==> src/rtl/strgen_timing.sv <==
// rtl/strgen_timing.sv - VGA raster timing generator, head of the 26-bit pixel stream
//
// Purpose:
//   Runs horizontal/vertical raster counters. On every enabled px_clk edge it
//   emits one stream word (active, VS, HS, YC, XC, R, G, B) for the current
//   raster position, then advances the counters. Downstream stages clone the
//   word and override the colour bits.
//
// Optional feature macro: STRGEN_PATTERN_EN
//   Defined   : active words carry 128-pixel colour bars, {B,G,R} = XC[9:7].
//   Undefined : R=G=B=0 always. No pattern logic is built.
//
// Ports:
//   px_clk         in   1   pixel clock, the only clock
//   reset_n        in   1   synchronous active-low reset
//   en             in   1   advance enable; low holds all state and outputs
//   strRGB_o       out  26  stream word: [0] active, [1] VS, [2] HS,
//                           [12:3] YC, [22:13] XC, [23] R, [24] G, [25] B
//   frame_start_o  out  1   one-cycle pulse with the word at position (0,0)
//
// H_ACTIVE+H_FP+H_SYNC+H_BP and V_ACTIVE+V_FP+V_SYNC+V_BP must each be <= 1024,
// because the raster counters are 10 bits wide.

module strgen_timing #(
  parameter int H_ACTIVE = 640,
  parameter int H_FP     = 16,
  parameter int H_SYNC   = 96,
  parameter int H_BP     = 48,
  parameter int V_ACTIVE = 480,
  parameter int V_FP     = 10,
  parameter int V_SYNC   = 2,
  parameter int V_BP     = 33,
  parameter int HS_POL   = 0,
  parameter int VS_POL   = 0
) (
  input  logic        px_clk,
  input  logic        reset_n,
  input  logic        en,
  output logic [25:0] strRGB_o,
  output logic        frame_start_o
);

  localparam int H_TOTAL = H_ACTIVE + H_FP + H_SYNC + H_BP;
  localparam int V_TOTAL = V_ACTIVE + V_FP + V_SYNC + V_BP;

  // Window bounds are compared in 11 bits so a bound equal to 1024 stays exact.
  localparam logic [10:0] C_H_ACT   = 11'(H_ACTIVE);
  localparam logic [10:0] C_V_ACT   = 11'(V_ACTIVE);
  localparam logic [10:0] C_HS_BEG  = 11'(H_ACTIVE + H_FP);
  localparam logic [10:0] C_HS_END  = 11'(H_ACTIVE + H_FP + H_SYNC);
  localparam logic [10:0] C_VS_BEG  = 11'(V_ACTIVE + V_FP);
  localparam logic [10:0] C_VS_END  = 11'(V_ACTIVE + V_FP + V_SYNC);
  localparam logic [9:0]  C_H_LAST  = 10'(H_TOTAL - 1);
  localparam logic [9:0]  C_V_LAST  = 10'(V_TOTAL - 1);
  localparam logic        C_HS_ON   = 1'(HS_POL);
  localparam logic        C_VS_ON   = 1'(VS_POL);

  // Idle word: everything zero except the syncs, which sit at their inactive level.
  localparam logic [25:0] C_RESET_WORD = {23'd0, ~C_HS_ON, ~C_VS_ON, 1'b0};

  logic [9:0]  r_hc;
  logic [9:0]  r_vc;
  logic [25:0] r_word;
  logic        r_frame_start;

  logic [10:0] w_hc_x;
  logic [10:0] w_vc_x;
  logic        w_active;
  logic        w_hs;
  logic        w_vs;
  logic [2:0]  w_rgb;
  logic [25:0] w_word;
  logic        w_origin;
  logic        w_h_last;
  logic        w_v_last;

  always_comb begin
    w_hc_x   = {1'b0, r_hc};
    w_vc_x   = {1'b0, r_vc};
    w_active = (w_hc_x < C_H_ACT) && (w_vc_x < C_V_ACT);
    w_hs     = ((w_hc_x >= C_HS_BEG) && (w_hc_x < C_HS_END)) ? C_HS_ON : ~C_HS_ON;
    w_vs     = ((w_vc_x >= C_VS_BEG) && (w_vc_x < C_VS_END)) ? C_VS_ON : ~C_VS_ON;
`ifdef STRGEN_PATTERN_EN
    w_rgb    = w_active ? r_hc[9:7] : 3'b000;
`else
    w_rgb    = 3'b000;
`endif
    // {B,G,R} occupy bits [25:23], so w_rgb[2] lands on B.
    w_word   = {w_rgb, r_hc, r_vc, w_hs, w_vs, w_active};
    w_origin = (r_hc == 10'd0) && (r_vc == 10'd0);
    w_h_last = (r_hc == C_H_LAST);
    w_v_last = (r_vc == C_V_LAST);
  end

  always_ff @(posedge px_clk) begin
    if (!reset_n) begin
      r_hc          <= 10'd0;
      r_vc          <= 10'd0;
      r_word        <= C_RESET_WORD;
      r_frame_start <= 1'b0;
    end else if (en) begin
      r_word        <= w_word;
      r_frame_start <= w_origin;
      if (w_h_last) begin
        r_hc <= 10'd0;
        r_vc <= w_v_last ? 10'd0 : r_vc + 10'd1;
      end else begin
        r_hc <= r_hc + 10'd1;
      end
    end else begin
      // Stalled edges clear the pulse so it never stretches across a stall.
      r_frame_start <= 1'b0;
    end
  end

  assign strRGB_o      = r_word;
  assign frame_start_o = r_frame_start;

endmodule

==> config.mk <==
export PLATFORM = sky130hd
export DESIGN_NAME = strgen_timing
export DESIGN_NICKNAME = d
export VERILOG_FILES = /design/src/rtl/strgen_timing.sv
export SDC_FILE = /design/constraint.sdc
export NUM_CORES = 1
export LEC_CHECK = 0
export ABC_AREA = 1
export ABC_CLOCK_PERIOD_IN_PS = 1700
export CAP_MARGIN = 10
export CELL_PAD_IN_SITES_DETAIL_PLACEMENT = 1
export CELL_PAD_IN_SITES_GLOBAL_PLACEMENT = 2
export CORE_UTILIZATION = 30
export DETAILED_ROUTE_END_ITERATION = 8
export PLACE_DENSITY_LB_ADDON = 0.1
export SYNTH_ARGS = -nofsm -noshare
export SYNTH_HDL_FRONTEND = slang
export SYNTH_SLANG_ARGS = --single-unit
==> constraint.sdc <==
create_clock -name px_clk -period 1.7 [get_ports px_clk]
set_input_delay 0.17 -clock px_clk [delete_from_list [all_inputs] [get_ports px_clk]]
set_output_delay 0.17 -clock px_clk [all_outputs]
set_load 0.02 [all_outputs]
# Word level (Yosys, flattened, before mapping)
# Cells that the tools add are included.
[word_totals]
in_bits = 3
wordCells = 26
output_inout_bits = 27
regBits = 44
[classes]
eq_ne = 2
add_sub_neg = 2
n_lt_le_gt_ge = 6
n_mux = 4
n_reduce_logical = 8
[op_table]
columns = ["operator", "count"]
rows = [
  ["adder 10 x 1 -> 10 bit, second input constant", 2],
  ["equality test 10 bit, second input constant", 2],
  ["zero test 10 bit", 2],
  ["< comparator 10 bit, second input constant", 2],
  ["< comparator 10 x 9 -> 1 bit, second input constant", 2],
  ["2-to-1 mux 10 bit", 2],
  ["greater-or-equal comparator 10 bit, second input constant", 1],
  ["greater-or-equal comparator 10 x 9 -> 1 bit, second input constant", 1],
  ["logical AND 1 bit", 4],
  ["AND reduction 2 bit", 2],
  ["2-to-1 mux 1 bit", 2],
]

# Depth between registers and ports, before layout
[logic_depth]
word_depth = 3
depth_mapped = 9
ltp_nobuf = 9

# Worst setup path before layout
# Ideal clock, no wire load.
[synth_path]
path_type = "reg-to-reg"
start = "register r_hc[1]"
end = "register r_vc[9]"
path_buffers = 0
setup_slack_ns = 0.351
setup_time_ns = 0.118
period_less_slack_ns = 1.349
t_required_ns = 1.582
stages_incl_launch_ff = 9
arrival_time_ns = 1.231
cell_sequence = "dfxtp_1 ha_1 nand3_2 nor2_4 nand3_4 nand2_4 nand2_1 nand2_1 nor2_1"
[synth_via]
elab_chain_len = 2
[synth_lines]
columns = ["item", "line", "rtl"]
rows = [
  ["start: declaration", "61", "logic [9:0] r_hc;"],
  ["start signal: assignment", "108", "r_hc <= r_hc + 10'd1;"],
  ["equality test 10 bit", "91", "w_h_last = (r_hc == C_H_LAST);"],
  ["AND reduction 2 bit (no line)", "n/a", ""],
  ["end signal: assignment", "106", "r_vc <= w_v_last ? 10'd0 : r_vc + 10'd1;"],
  ["end: declaration", "62", "logic [9:0] r_vc;"],
]
# No other way between the ends.
# A chain may end at the register's enable or synchronous reset.

# Worst setup path in the final report
[layout_path]
start = "register r_hc[0]"
end = "register r_vc[5]"
# Same word-level chain as after synthesis.

==> flow_summary.toml <==
[timing]
fin_crit_ns = 1.57
final.setup_skew_ns = 0.0113
setup_viol = 0
fmax_mhz = 639
fin_crit_sh = 0.921
slew_viol_final = 0
final.setup.tns_ns = 0
rsz0062_at_grt = "no"
finalHoldViolCount = 0

[drt]
vias_per_cell = 4.83
drt-total-wl_mm = 5.70
vias = 1906
ant_nets = 0
wire_per_inst_um = 14.4
drc_errors = 4
drt-pass1-iter-count = 6
first_iter_violations = 60

[synth]
synth_edf_count = 0
ys_top_cells_by_area = "dfxtp_1 (43%), nand2_1 (10%), nor2_1 (8.3%), a21oi_1 (5.9%), o21ai_0 (5.9%)"
yosysTopAreaCellShare = 0.435
yosysTopAreaCell = "dfxtp_1"
synthesis.area_mm2 = 0.00203
yosys_register_bits = 44
async_flop_share = 0
synth_cells = 283
yosysUniqueCellTypes = 32
ys.flop_type = "dfxtp_1"
ys_seq_area_frac = 0.435
ys_warn_count = 0
avgSynthCellArea_um2 = 7.16

[placement]
portBuffers = 26
dp_cells = 387
hpwlAfterDp_mm = 4.26
place.gp.congestion = 0.783

[clocking]
clockBufferDepth = 2
cts-root-buf = "clkbuf_8"
cts_buffers = 5
clock_latency_ns = 0.30
cts_setup_buffers = 0
clock_sinks = 44
cts_hold_buf = 0
cts_tree = "built"
ctsHtreeMaxLevel = 2
post_cts_resized = 0
path_clk_slew_ns = 0.09

[critical_path]
end_kind = "flop"
cp-start-kind = "flop"
r2r_cells = 9
cp.required_ns = 1.88
arrival_ns = 1.75
path_class = "reg2reg"
worstPathMaxFanout = 9

[pwr]
irDropWorstVdd_mv = 0.354
total_power_mw = 2.01
p_leak_nw = 0.996
p_per_area_mw_per_mm2 = 796

[grt]
grt.total_usage = 0.171
grt_pass1_vias = 1869
grt_antenna_before_repair = 0
overflow = 0
grt_max_degree = 24
grt_pass1_wl_mm = 9.40

[finish]
nets = 324
instances_no_fill = 395
mostFrequentLayoutCell = "nand2_1"
final_util = 0.393
drive_gt1_frac = 0.0849
area_growth_pct = 24.5
diodes = 0
layout_common_cells = "nand2_1 (55), nor2_1 (45), dfxtp_1 (44)"

[die]
io_pins = 30
start_util = 0.315
core_mm2 = 0.00642
rows = 29
die_width_um = 84.2
die_y_um = 84.2
die-area_mm2 = 0.00708

[run_status]
status = "finished, violations left"
violations = "design-rule violations"

[worst_hold_path]
hold_depth = 2
hp-class = "reg2reg"

[flow_run]
drv_cap = 0
==> report_power, final <==
group | switching, mW | leakage [nW] | internal, mW | total, mW
clock | 0.379 | 0.0445 | 0.331 | 0.710
sequential | 0.0179 | 0.359 | 1.06 | 1.08
combinational | 0.126 | 0.592 | 0.0908 | 0.217
==> stage by stage <==
stage	worst slack (ns)	instance area, um2	hold slack [ns]
after floorplan	0.351	2030	0.327
final	0.134	2520	0.470
after CTS	0.125	2520	0.473
after detailed placement	0.0240	2430	0.457
after global routing	0.00733	2520	0.502
after global placement	0.0763	2430	0.450
==> logic make-up (layout without fill, tap and decap cells) <==
kind of cell	after synthesis	after routing	share of synthesized area
AND/OR/NAND/NOR	133	133	0.292
XOR/XNOR	3	3	0.0130
adder cells (fa/ha/maj)	4	4	0.0247
AO/OA/AOI/OAI	53	53	0.140
flip-flops	44	44	0.435
buffers and inverters	45	78	0.0939
other	1	3	0.00185
==> cell type report <==
class | count | area, um2
fillers | 839 | 3900
inverters | 32 | 125
clock inverters | 1 | 7.51
clock buffers | 7 | 86.3
well taps | 77 | 96.3
multi-input cells | 196 | 962
repair buffers | 38 | 363
flip-flops and latches | 44 | 881
==> registers in the layout, indices dropped and copies added (netlist names) <==
signal and count:
frame_start_o 1, strRGB_o 23, r_vc 10, r_hc 10
==> cells in the mapped netlist (4+ instances only) <==
library cell / n
buf_2: 4
clkbuf_1: 4
a21oi_1: 24
nand2_1: 55
ha_1: 4
dfxtp_1: 44
nor2_1: 45
nand3_1: 12
nand4_1: 8
inv_1: 29
o21ai_0: 24
==> final timing paths <==
check	slack [ns]	startpoint	to
worst max-delay path	0.13	r_hc[0]$_SDFFE_PN0P_	r_vc[5]$_SDFFE_PN0P_
worst min-delay path	0.47	strRGB_o[1]$_SDFFE_PN1P_	strRGB_o[1]$_SDFFE_PN1P_
worst max register to register	0.13	r_hc[0]$_SDFFE_PN0P_	r_vc[5]$_SDFFE_PN0P_
worst min register to register	0.47	strRGB_o[1]$_SDFFE_PN1P_	strRGB_o[1]$_SDFFE_PN1P_
==> routing by layer <==
metal / wire (um) / GRT usage
met1: 3080 / 0.259
met2: 2390 / 0.250
met3: 179 / 0.0295
met4: 42 / 0.0423
met5: 0 / 0
==> critical path: stages (launching register included) <==
cell     delay, ns
dfxtp_1       0.41
ha_1          0.22
nand3_2       0.14
nor2_4        0.17
nand3_4       0.11
buf_12        0.16
nand2_1       0.05
inv_1         0.04
nor2_1        0.10
nor2_1        0.04
No activity file was read; power rests on OpenSTA's default activity.
